### src/rtl/sdram_port_arbiter_if.sv
// Bundles the two requester ports and the SDRAM pins that the arbiter sits between.
// No logic of its own; timing belongs to the arbiter that uses the slave view.
// Requesters hold req/we/addr/wdata until their ack; the SDRAM side completes with sdram_ready.
interface sdram_port_arbiter_if #(
  parameter int ADDR_WIDTH = 16
);
  // Port A: text/ioctl loader
  logic                  a_req;
  logic                  a_we;
  logic [ADDR_WIDTH-1:0] a_addr;
  logic [7:0]            a_wdata;
  logic                  a_ack;
  logic [7:0]            a_rdata;
  // Port B: CPU-side extended RAM
  logic                  b_req;
  logic                  b_we;
  logic [ADDR_WIDTH-1:0] b_addr;
  logic [7:0]            b_wdata;
  logic                  b_ack;
  logic [7:0]            b_rdata;
  // SDRAM controller pins
  logic [ADDR_WIDTH-1:0] sdram_addr;
  logic [7:0]            sdram_din;
  logic                  sdram_rd;
  logic                  sdram_wr;
  logic [7:0]            sdram_dout;
  logic                  sdram_ready;

  // Arbiter's view: takes requests and SDRAM completions, drives acks and strobes.
  modport slave (
    input  a_req, a_we, a_addr, a_wdata,
    output a_ack, a_rdata,
    input  b_req, b_we, b_addr, b_wdata,
    output b_ack, b_rdata,
    output sdram_addr, sdram_din, sdram_rd, sdram_wr,
    input  sdram_dout, sdram_ready
  );

  // Environment's view: the requesters plus the SDRAM controller.
  modport master (
    output a_req, a_we, a_addr, a_wdata,
    input  a_ack, a_rdata,
    output b_req, b_we, b_addr, b_wdata,
    input  b_ack, b_rdata,
    input  sdram_addr, sdram_din, sdram_rd, sdram_wr,
    output sdram_dout, sdram_ready
  );
endinterface

### src/rtl/sdram_port_arbiter.sv
// Round-robin arbiter sharing one byte-wide SDRAM port between loader (A) and CPU (B), with watchdog.
// Strobe from the edge after grant; ack/rdata registered one edge after ready; one RECOVER cycle follows.
// One transaction in flight; the losing requester simply waits with req held, a stalled SDRAM is aborted.
module sdram_port_arbiter #(
  parameter int ADDR_WIDTH     = 16,
  parameter int TIMEOUT_CYCLES = 255
) (
  input  logic                clk25,
  input  logic                rst,
  sdram_port_arbiter_if.slave bus,
  input  logic                err_clr,
  output logic                busy,
  output logic                timeout_err
);

  localparam int CW = $clog2(TIMEOUT_CYCLES + 1);

  typedef enum logic [1:0] {
    S_IDLE    = 2'd0,
    S_BUSY    = 2'd1,
    S_RECOVER = 2'd2
  } state_t;

  state_t                state_q;
  logic                  last_b_q;   // 1: the most recent grant went to port B
  logic                  grant_b_q;  // port owning the command in flight
  logic                  we_q;
  logic [ADDR_WIDTH-1:0] addr_q;
  logic [7:0]            din_q;
  logic                  rd_q;
  logic                  wr_q;
  logic                  a_ack_q;
  logic                  b_ack_q;
  logic [7:0]            a_rdata_q;
  logic [7:0]            b_rdata_q;
  logic                  busy_q;
  logic                  err_q;
  logic [CW-1:0]         cnt_q;

  logic                  pick_b_d;
  logic                  sel_we_d;
  logic [ADDR_WIDTH-1:0] sel_addr_d;
  logic [7:0]            sel_wdata_d;
  logic                  timeout_d;
  logic [CW-1:0]         cnt_d;
  logic [7:0]            rdata_d;

  // Grant choice, selected request fields, watchdog compare and completion data
  always_comb begin
    pick_b_d = 1'b0;
    if (bus.a_req && bus.b_req) begin
      pick_b_d = !last_b_q;  // tie goes to whoever was not served last
    end else begin
      pick_b_d = bus.b_req;
    end
    sel_we_d    = pick_b_d ? bus.b_we    : bus.a_we;
    sel_addr_d  = pick_b_d ? bus.b_addr  : bus.a_addr;
    sel_wdata_d = pick_b_d ? bus.b_wdata : bus.a_wdata;
    timeout_d   = (cnt_q == CW'(TIMEOUT_CYCLES - 1));
    // Saturate so a long stall can never wrap back below the abort threshold
    cnt_d       = (cnt_q == {CW{1'b1}}) ? cnt_q : cnt_q + CW'(1);
    // Ready beats the watchdog; an abort reads back all-ones
    rdata_d     = bus.sdram_ready ? bus.sdram_dout : 8'hFF;
  end

  // Arbitration FSM with all outputs registered
  always_ff @(posedge clk25) begin
    if (rst) begin
      state_q   <= S_IDLE;
      last_b_q  <= 1'b1;
      grant_b_q <= 1'b0;
      we_q      <= 1'b0;
      addr_q    <= '0;
      din_q     <= '0;
      rd_q      <= 1'b0;
      wr_q      <= 1'b0;
      a_ack_q   <= 1'b0;
      b_ack_q   <= 1'b0;
      a_rdata_q <= '0;
      b_rdata_q <= '0;
      busy_q    <= 1'b0;
      err_q     <= 1'b0;
      cnt_q     <= '0;
    end else begin
      a_ack_q <= 1'b0;
      b_ack_q <= 1'b0;
      // A watchdog abort later in this block overrides the clear
      if (err_clr) begin
        err_q <= 1'b0;
      end
      case (state_q)
        S_IDLE: begin
          if (bus.a_req || bus.b_req) begin
            grant_b_q <= pick_b_d;
            last_b_q  <= pick_b_d;
            we_q      <= sel_we_d;
            addr_q    <= sel_addr_d;
            din_q     <= sel_wdata_d;
            rd_q      <= !sel_we_d;
            wr_q      <= sel_we_d;
            cnt_q     <= '0;
            busy_q    <= 1'b1;
            state_q   <= S_BUSY;
          end
        end
        S_BUSY: begin
          if (bus.sdram_ready || timeout_d) begin
            if (!we_q) begin
              if (grant_b_q) begin
                b_rdata_q <= rdata_d;
              end else begin
                a_rdata_q <= rdata_d;
              end
            end
            a_ack_q <= !grant_b_q;
            b_ack_q <= grant_b_q;
            rd_q    <= 1'b0;
            wr_q    <= 1'b0;
            if (!bus.sdram_ready) begin
              err_q <= 1'b1;
            end
            state_q <= S_RECOVER;
          end else begin
            cnt_q <= cnt_d;
          end
        end
        S_RECOVER: begin
          // Strobes already low: guarantees a fresh edge for the next command
          busy_q  <= 1'b0;
          state_q <= S_IDLE;
        end
        default: begin
          rd_q    <= 1'b0;
          wr_q    <= 1'b0;
          busy_q  <= 1'b0;
          state_q <= S_IDLE;
        end
      endcase
    end
  end

  assign bus.a_ack      = a_ack_q;
  assign bus.b_ack      = b_ack_q;
  assign bus.a_rdata    = a_rdata_q;
  assign bus.b_rdata    = b_rdata_q;
  assign bus.sdram_addr = addr_q;
  assign bus.sdram_din  = din_q;
  assign bus.sdram_rd   = rd_q;
  assign bus.sdram_wr   = wr_q;
  assign busy           = busy_q;
  assign timeout_err    = err_q;

endmodule

### src/flat_wrapper.sv
// flat-port wrapper written by rule: the top's interface ports become plain ports
module sdram_port_arbiter_flat 
#(
  parameter int ADDR_WIDTH     = 16,
  parameter int TIMEOUT_CYCLES = 255
)
  (clk25, rst, err_clr, busy, timeout_err, bus_a_req, bus_a_we, bus_a_addr, bus_a_wdata, bus_a_ack, bus_a_rdata, bus_b_req, bus_b_we, bus_b_addr, bus_b_wdata, bus_b_ack, bus_b_rdata, bus_sdram_addr, bus_sdram_din, bus_sdram_rd, bus_sdram_wr, bus_sdram_dout, bus_sdram_ready);
  sdram_port_arbiter_if #(.ADDR_WIDTH(ADDR_WIDTH)) bus_i ();
  input  logic clk25;
  input  logic rst;
  input  logic err_clr;
  output logic busy;
  output logic timeout_err;
  input wire logic [$bits(bus_i.a_req)-1:0] bus_a_req;
  input wire logic [$bits(bus_i.a_we)-1:0] bus_a_we;
  input wire logic [$bits(bus_i.a_addr)-1:0] bus_a_addr;
  input wire logic [$bits(bus_i.a_wdata)-1:0] bus_a_wdata;
  output wire logic [$bits(bus_i.a_ack)-1:0] bus_a_ack;
  output wire logic [$bits(bus_i.a_rdata)-1:0] bus_a_rdata;
  input wire logic [$bits(bus_i.b_req)-1:0] bus_b_req;
  input wire logic [$bits(bus_i.b_we)-1:0] bus_b_we;
  input wire logic [$bits(bus_i.b_addr)-1:0] bus_b_addr;
  input wire logic [$bits(bus_i.b_wdata)-1:0] bus_b_wdata;
  output wire logic [$bits(bus_i.b_ack)-1:0] bus_b_ack;
  output wire logic [$bits(bus_i.b_rdata)-1:0] bus_b_rdata;
  output wire logic [$bits(bus_i.sdram_addr)-1:0] bus_sdram_addr;
  output wire logic [$bits(bus_i.sdram_din)-1:0] bus_sdram_din;
  output wire logic [$bits(bus_i.sdram_rd)-1:0] bus_sdram_rd;
  output wire logic [$bits(bus_i.sdram_wr)-1:0] bus_sdram_wr;
  input wire logic [$bits(bus_i.sdram_dout)-1:0] bus_sdram_dout;
  input wire logic [$bits(bus_i.sdram_ready)-1:0] bus_sdram_ready;
  assign bus_i.a_req = bus_a_req;
  assign bus_i.a_we = bus_a_we;
  assign bus_i.a_addr = bus_a_addr;
  assign bus_i.a_wdata = bus_a_wdata;
  assign bus_a_ack = bus_i.a_ack;
  assign bus_a_rdata = bus_i.a_rdata;
  assign bus_i.b_req = bus_b_req;
  assign bus_i.b_we = bus_b_we;
  assign bus_i.b_addr = bus_b_addr;
  assign bus_i.b_wdata = bus_b_wdata;
  assign bus_b_ack = bus_i.b_ack;
  assign bus_b_rdata = bus_i.b_rdata;
  assign bus_sdram_addr = bus_i.sdram_addr;
  assign bus_sdram_din = bus_i.sdram_din;
  assign bus_sdram_rd = bus_i.sdram_rd;
  assign bus_sdram_wr = bus_i.sdram_wr;
  assign bus_i.sdram_dout = bus_sdram_dout;
  assign bus_i.sdram_ready = bus_sdram_ready;
  sdram_port_arbiter #(.ADDR_WIDTH(ADDR_WIDTH), .TIMEOUT_CYCLES(TIMEOUT_CYCLES)) u_core (.clk25(clk25), .rst(rst), .bus(bus_i), .err_clr(err_clr), .busy(busy), .timeout_err(timeout_err));
endmodule
### config.mk
export PLATFORM = sky130hd
export DESIGN_NAME = sdram_port_arbiter_flat
export DESIGN_NICKNAME = d
export VERILOG_FILES = /design/src/rtl/sdram_port_arbiter_if.sv /design/src/rtl/sdram_port_arbiter.sv /design/src/flat_wrapper.sv
export SDC_FILE = /design/constraint.sdc
export NUM_CORES = 1
export LEC_CHECK = 0
export CAP_MARGIN = 15
export CORE_ASPECT_RATIO = 1.1
export CORE_MARGIN = 10
export CORE_UTILIZATION = 47
export CTS_BUF_LIST = sky130_fd_sc_hd__clkbuf_4
export CTS_CLUSTER_SIZE = 28
export DETAILED_ROUTE_END_ITERATION = 10
export GPL_ROUTABILITY_DRIVEN = 0
export PLACE_DENSITY = 0.9
export REMOVE_ABC_BUFFERS = 1
export SYNTH_ARGS = -nofsm -noshare
export SYNTH_HDL_FRONTEND = slang
export SYNTH_SLANG_ARGS = --single-unit
export TNS_END_PERCENT = 1
### constraint.sdc
create_clock -name clk25 -period 3.22 [get_ports clk25]
set_input_delay 0.966 -clock clk25 [delete_from_list [all_inputs] [get_ports clk25]]
set_output_delay 0.966 -clock clk25 [all_outputs]
set_load 0.01 [all_outputs]
# Word level (Yosys, flattened, before mapping)
# Index checks and enable logic that the tools add are counted.
dict set report classes {
  addsub 1
  n_eq_ne 8
  muxes 23
  n_bitwise 5
  n_reduce_logical 16
}
# cell n
set ops {}
lappend ops {{$mux W8} 5}
lappend ops {{$eq A8 B8 Y1 const B} 2}
lappend ops {{$mux W16} 1}
lappend ops {{$pmux W8 S2} 1}
lappend ops {{$reduce_and A4 Y1} 3}
lappend ops {{$mux W1} 10}
lappend ops {{$add A8 B1 Y8 const B} 1}
lappend ops {{$pmux W1 S3} 2}
lappend ops {{$reduce_and A2 Y1} 3}
lappend ops {{$not A1 Y1} 5}
lappend ops {{$mux W2} 2}
lappend ops {{$ne A2 B1 Y1 const B} 2}
lappend ops {{$ne A2 B2 Y1 const B} 2}
lappend ops {{$pmux W2 S2} 1}
lappend ops {{$logic_not A1 Y1} 3}
lappend ops {{$reduce_and A3 Y1} 1}
lappend ops {{$reduce_or A3 Y1} 1}
lappend ops {{$eq A2 B1 Y1 const B} 1}
lappend ops {{$eq A2 B2 Y1 const B} 1}
lappend ops {{$logic_not A2 Y1} 1}
lappend ops {{$logic_or A1 B1 Y1} 2}
lappend ops {{$pmux W1 S2} 1}
lappend ops {{$reduce_bool A2 Y1} 1}
lappend ops {{$logic_and A1 B1 Y1} 1}
dict set report totals {
  regBits 59
  in_bits 64
  out_inout_bits 46
  elab_cells 68
}

# Longest topological paths before layout
dict set report depth {
  word_depth 6
  mapped_depth 7
  ltp_nobuf 6
}

# Least setup slack after synthesis
# OpenSTA, ideal clock, no wires.
dict set report synth_timing {
  kind {in2reg}
  startpoint {in rst}
  endpoint {reg u_core.cnt_q[7]}
  setup_time_ns 0.080
  arrival_time_ns 1.857
  required_ns 3.140
  slack_ns 1.283
  path_stages 4
  path_buffers 1
  path_cell_list {or3b_1 -> clkbuf_1 -> or3_1 -> o211ai_1}
}
# element line
set synth_lines {}
lappend synth_lines {{from (decl)} flat_wrapper.sv:10} ;# input logic rst;
lappend synth_lines {{to (signal assigned)} sdram_port_arbiter.sv:124} ;# cnt_q <= cnt_d;
lappend synth_lines {{to (decl)} sdram_port_arbiter.sv:38} ;# logic [CW-1:0] cnt_q;

# Worst setup path after layout
dict set report layout_timing {
  startpoint {reg u_core.addr_q[2] (netlist: u_core.bus.sdram_addr[2])}
  endpoint {out bus_sdram_addr[2]}
}
# element line
set layout_lines {}
lappend layout_lines {{from (decl)} sdram_port_arbiter.sv:28} ;# logic [ADDR_WIDTH-1:0] addr_q;
lappend layout_lines {{from (signal assigned)} sdram_port_arbiter.sv:97} ;# addr_q <= sel_addr_d;
lappend layout_lines {{to (decl)} flat_wrapper.sv:26} ;# output wire logic [$bits(bus_i.sdram_addr)-1:0] bus_sdram_addr;
# No word-level cell between the ends.

==> run_results.csv <==
group,metric,value,unit
floorplan,dieArea,8944,µm²
setup_path,slowest_stage,"clkdlybuf4s50_1",
grt,grt-ovfl-total,0,
pwr,power_switching,0.4694,mW
floorplan,die_y,98.20,µm
floorplan,start_util,0.4842,
cells_and_area,drive_gt1_frac,0.06753,
floorplan,ios,110,
logic_synthesis,ys_warn_count,0,
setup_path,startpoint_type,"register",
hold_path,hold_start,"u_core.bus.a_rdata[6]$_SDFFE_PP0P_",
logic_synthesis,yosys-top-cells-area,"dfxtp_1 45%, mux2i_1 10%, a211oi_1 7.5%, o21a_1 5.5%, a21oi_1 4.8%",
timing,post-route-period-util,0.7130,
drt,wl_met2,3.568,mm
timing,hold_slack,0.4738,ns
logic_synthesis,ys_types,39,
logic_synthesis,yosysTopAreaCellShare,0.4521,
setup_path,r2r_end,"u_core.bus.a_rdata[3]$_SDFFE_PP0P_",
grt,grt_start_max_net_pins,54,
cts,max-clock-path-buffers,2,
pwr,power.internal,1.191,mW
cts,hold_buffers,0,
logic_synthesis,postSynthAreaPerCell,9.466,µm²
cts,post-cts-setup-buffer-count,0,
setup_path,crit_family,"buffers and inverters",
pwr,switching_share,0.2827,
placement,dp_hpwl,6.076,mm
timing,setup_viol,0,
setup_path,cp-end-kind,"output port",
setup_path,cp_data_arrival_time,1.33,ns
job,maxCapViolCount,0,
cells_and_area,antenna_cells,0,
hold_path,hold_class,"reg -> reg",
pwr,powerDensity,429.3,nW/µm²
drt,ant_nets,0,
setup_path,reg2reg_depth,6,
timing,fmax,0.4356,GHz
timing,hold_viol_final,0,
pwr,p_clk_frac,0.261,
placement,port_buffers,109,
timing,finalClockSkew,0.007749,ns
setup_path,crit_path_max_fanout,2,
logic_synthesis,synth-async-reset-ratio,0,
logic_synthesis,synthTopCellsByCount,"59 x dfxtp_1, 31 x nor2_1, 26 x a211oi_1, 26 x mux2i_1, 25 x a21oi_1",
logic_synthesis,ys_seq_area_frac,0.4521,
cts,path_clk_slew,0.10,ns
timing,drv_slew,0,
drt,drt_iter0_drc,99,
logic_synthesis,yosysMostFrequentCell,"dfxtp_1",
timing,rsz0062_at_grt,"false",
hold_path,holdPathEnd,"u_core.bus.a_rdata[6]$_SDFFE_PP0P_",
cells_and_area,area_growth,48.04,%
logic_synthesis,syn-cell-area,2613,µm²
logic_synthesis,synth-seq-cells,59,
setup_path,path_cells,"clkdlybuf4s50_1",
outcome,status,"completed",
grt,grtUsageTotal,0.1737,
cts,cts_root_buf,"clkbuf_4",
drt,wl_met1,2.900,mm
grt,antenna_found_initial,0,
cts,clk_latency,0.41,ns
drt,via_count,2474,
drt,drtPass1Iterations,4,
cts,clock_sinks,59,
setup_path,crit_required,2.25,ns
setup_path,crit_type,"reg -> out",
floorplan,dieWidth,91.09,µm
logic_synthesis,yosysTopAreaCell,"dfxtp_1",
cts,numCtsBuffers,9,
pwr,combPwrFrac,0.245,
grt,grt_pass1_wl,12.45,mm
hold_path,holdPathStages,1,
logic_synthesis,netlist_instances,276,
logic_synthesis,ys.flop_type,"dfxtp_1",
cells_and_area,fin_nets,447,
drt,drc,0,
floorplan,core_area,5395,µm²
setup_path,crit_path_max_incr_delay,0.57,ns
floorplan,rows,28,
setup_path,cp_num_buf_inv,1,
timing,worst_slew_pin_slew,0.5654,ns
cts,cts_resized,0,
cts,tritoncts,"done",
pwr,total_power,1.660,mW
drt,wl_met3,993,µm
drt,via_per_inst,5.378,
pwr,leakage,1.450,nW
cells_and_area,fill_cells,421,
logic_synthesis,synth_edf_count,0,
setup_path,rrSetupSlack,1.40,ns
cts,h-tree-depth,3,
timing,relSlewSlack,0.6223,
pwr,seqPwrFrac,0.494,
pwr,peakVddDrop,0.2629,mV
grt,grt_pass1_vias,2476,
timing,setup_tns,0,ns
drt,wl,7.683,mm
setup_path,rr_startpoint,"u_core.cnt_q[0]$_SDFFE_PP0P_",
cells_and_area,fin_util,0.7168,
drt,wire_per_inst,16.70,µm
timing,timing.final.crit_period,2.296,ns
drt,top_layer,"met4",
==> registers in the layout, summed over array words and instances, names as in the netlist, 2 cells and up <==
name,flops
u_core.bus.a_rdata,8
u_core.bus.sdram_din,8
u_core.bus.b_rdata,8
u_core.cnt_q,8
u_core.bus.sdram_addr,16
u_core.state_q,2
==> cell families after synthesis <==
group / count (synthesis) / share of synthesized area
AOI/OAI and AO/OA: 91 / 0.2481
DFF: 59 / 0.4521
and+or+nand+nor: 73 / 0.1432
adders and majority gates: 2 / 0.009577
buffers and inverters: 25 / 0.04741
muxes: 26 / 0.09962
==> area by class of cell <==
| type | instances | area [µm²] | share of cell area |
|---|---|---|---|
| flip-flops and latches | 59 | 1181 | 0.3054 |
| inverters | 5 | 18.77 | 0.004853 |
| repair buffers | 114 | 1149 | 0.2970 |
| multi-input cells | 192 | 1319 | 0.3410 |
| well taps | 75 | 93.84 | 0.02426 |
| clock inverters | 3 | 16.27 | 0.004206 |
| clock buffers | 12 | 90.09 | 0.02329 |
==> how the worst max path moves through the flow <==
stage	startpoint	to	slack [ns]	cells after the start
final	u_core.bus.sdram_addr[2]$_SDFFE_PP0P_	bus_sdram_addr[2]	0.92	1
after global routing	u_core.bus.sdram_addr[7]$_SDFFE_PP0P_	bus_sdram_addr[7]	0.85	1
after detailed placement	bus_sdram_ready	u_core.cnt_q[4]$_SDFFE_PP0P_	0.59	5
after global placement	bus_sdram_ready	u_core.cnt_q[5]$_SDFFE_PP0P_	0.69	5
after floorplan	bus_b_req	u_core.we_q$_SDFFE_PP0P_	-1.21	4
after CTS	u_core.bus.sdram_addr[2]$_SDFFE_PP0P_	bus_sdram_addr[2]	0.89	1
==> power by group through the flow <==
| stage | Clock [mW] | Combinational (mW) | Sequential (mW) |
|---|---|---|---|
| global route | 0.482 | 0.444 | 0.828 |
| finish | 0.433 | 0.406 | 0.821 |
| global placement | 0 | 0.400 | 0.836 |
| floorplan | 0 | 0.152 | 0.856 |
| detailed placement | 0 | 0.409 | 0.838 |
| CTS | 0.446 | 0.411 | 0.821 |
==> through the flow <==
| stage | setup WS, ns | instance area, µm² | std cells |
|---|---|---|---|
| 6_report | 0.9241 | 3867 | 460 |
| 5_1_grt | 0.8454 | 3867 | 460 |
| 4_1_cts | 0.8923 | 3867 | 460 |
| 3_5_place_dp | 0.5878 | 3761 | 445 |
| 3_3_place_gp | 0.6851 | 3761 | 445 |
| 2_1_floorplan | -1.205 | 2507 | 256 |
==> cells in the final DEF (no fill, tap or decap), drive strengths merged, types with 2 or more instances in the layout <==
| master | instances |
|---|---|
| nand2b | 2 |
| buf | 6 |
| ha | 2 |
| o21ai | 4 |
| and3 | 2 |
| clkbuf | 12 |
| nand2 | 11 |
| nor2 | 31 |
| a21oi | 25 |
| inv | 5 |
| o211ai | 2 |
| nor3 | 5 |
| a31oi | 3 |
| o21a | 19 |
| a211oi | 26 |
| clkinv | 2 |
| mux2i | 26 |
| and2 | 2 |
| a41oi | 3 |
| clkdlybuf4s50 | 108 |
| nor2b | 10 |
| o211a | 2 |
| nor3b | 2 |
| dfxtp | 59 |
| nand3 | 5 |
==> layer usage <==
| layer | global-route usage | up-vias |
|---|---|---|
| met5 | 0 | - |
| met1 | 0.1755 | 1115 |
| li1 | - | 1217 |
| met2 | 0.2685 | 124 |
| met4 | 0.07720 | 0 |
| met3 | 0.1240 | 18 |
(Power assumes the default switching activity.)
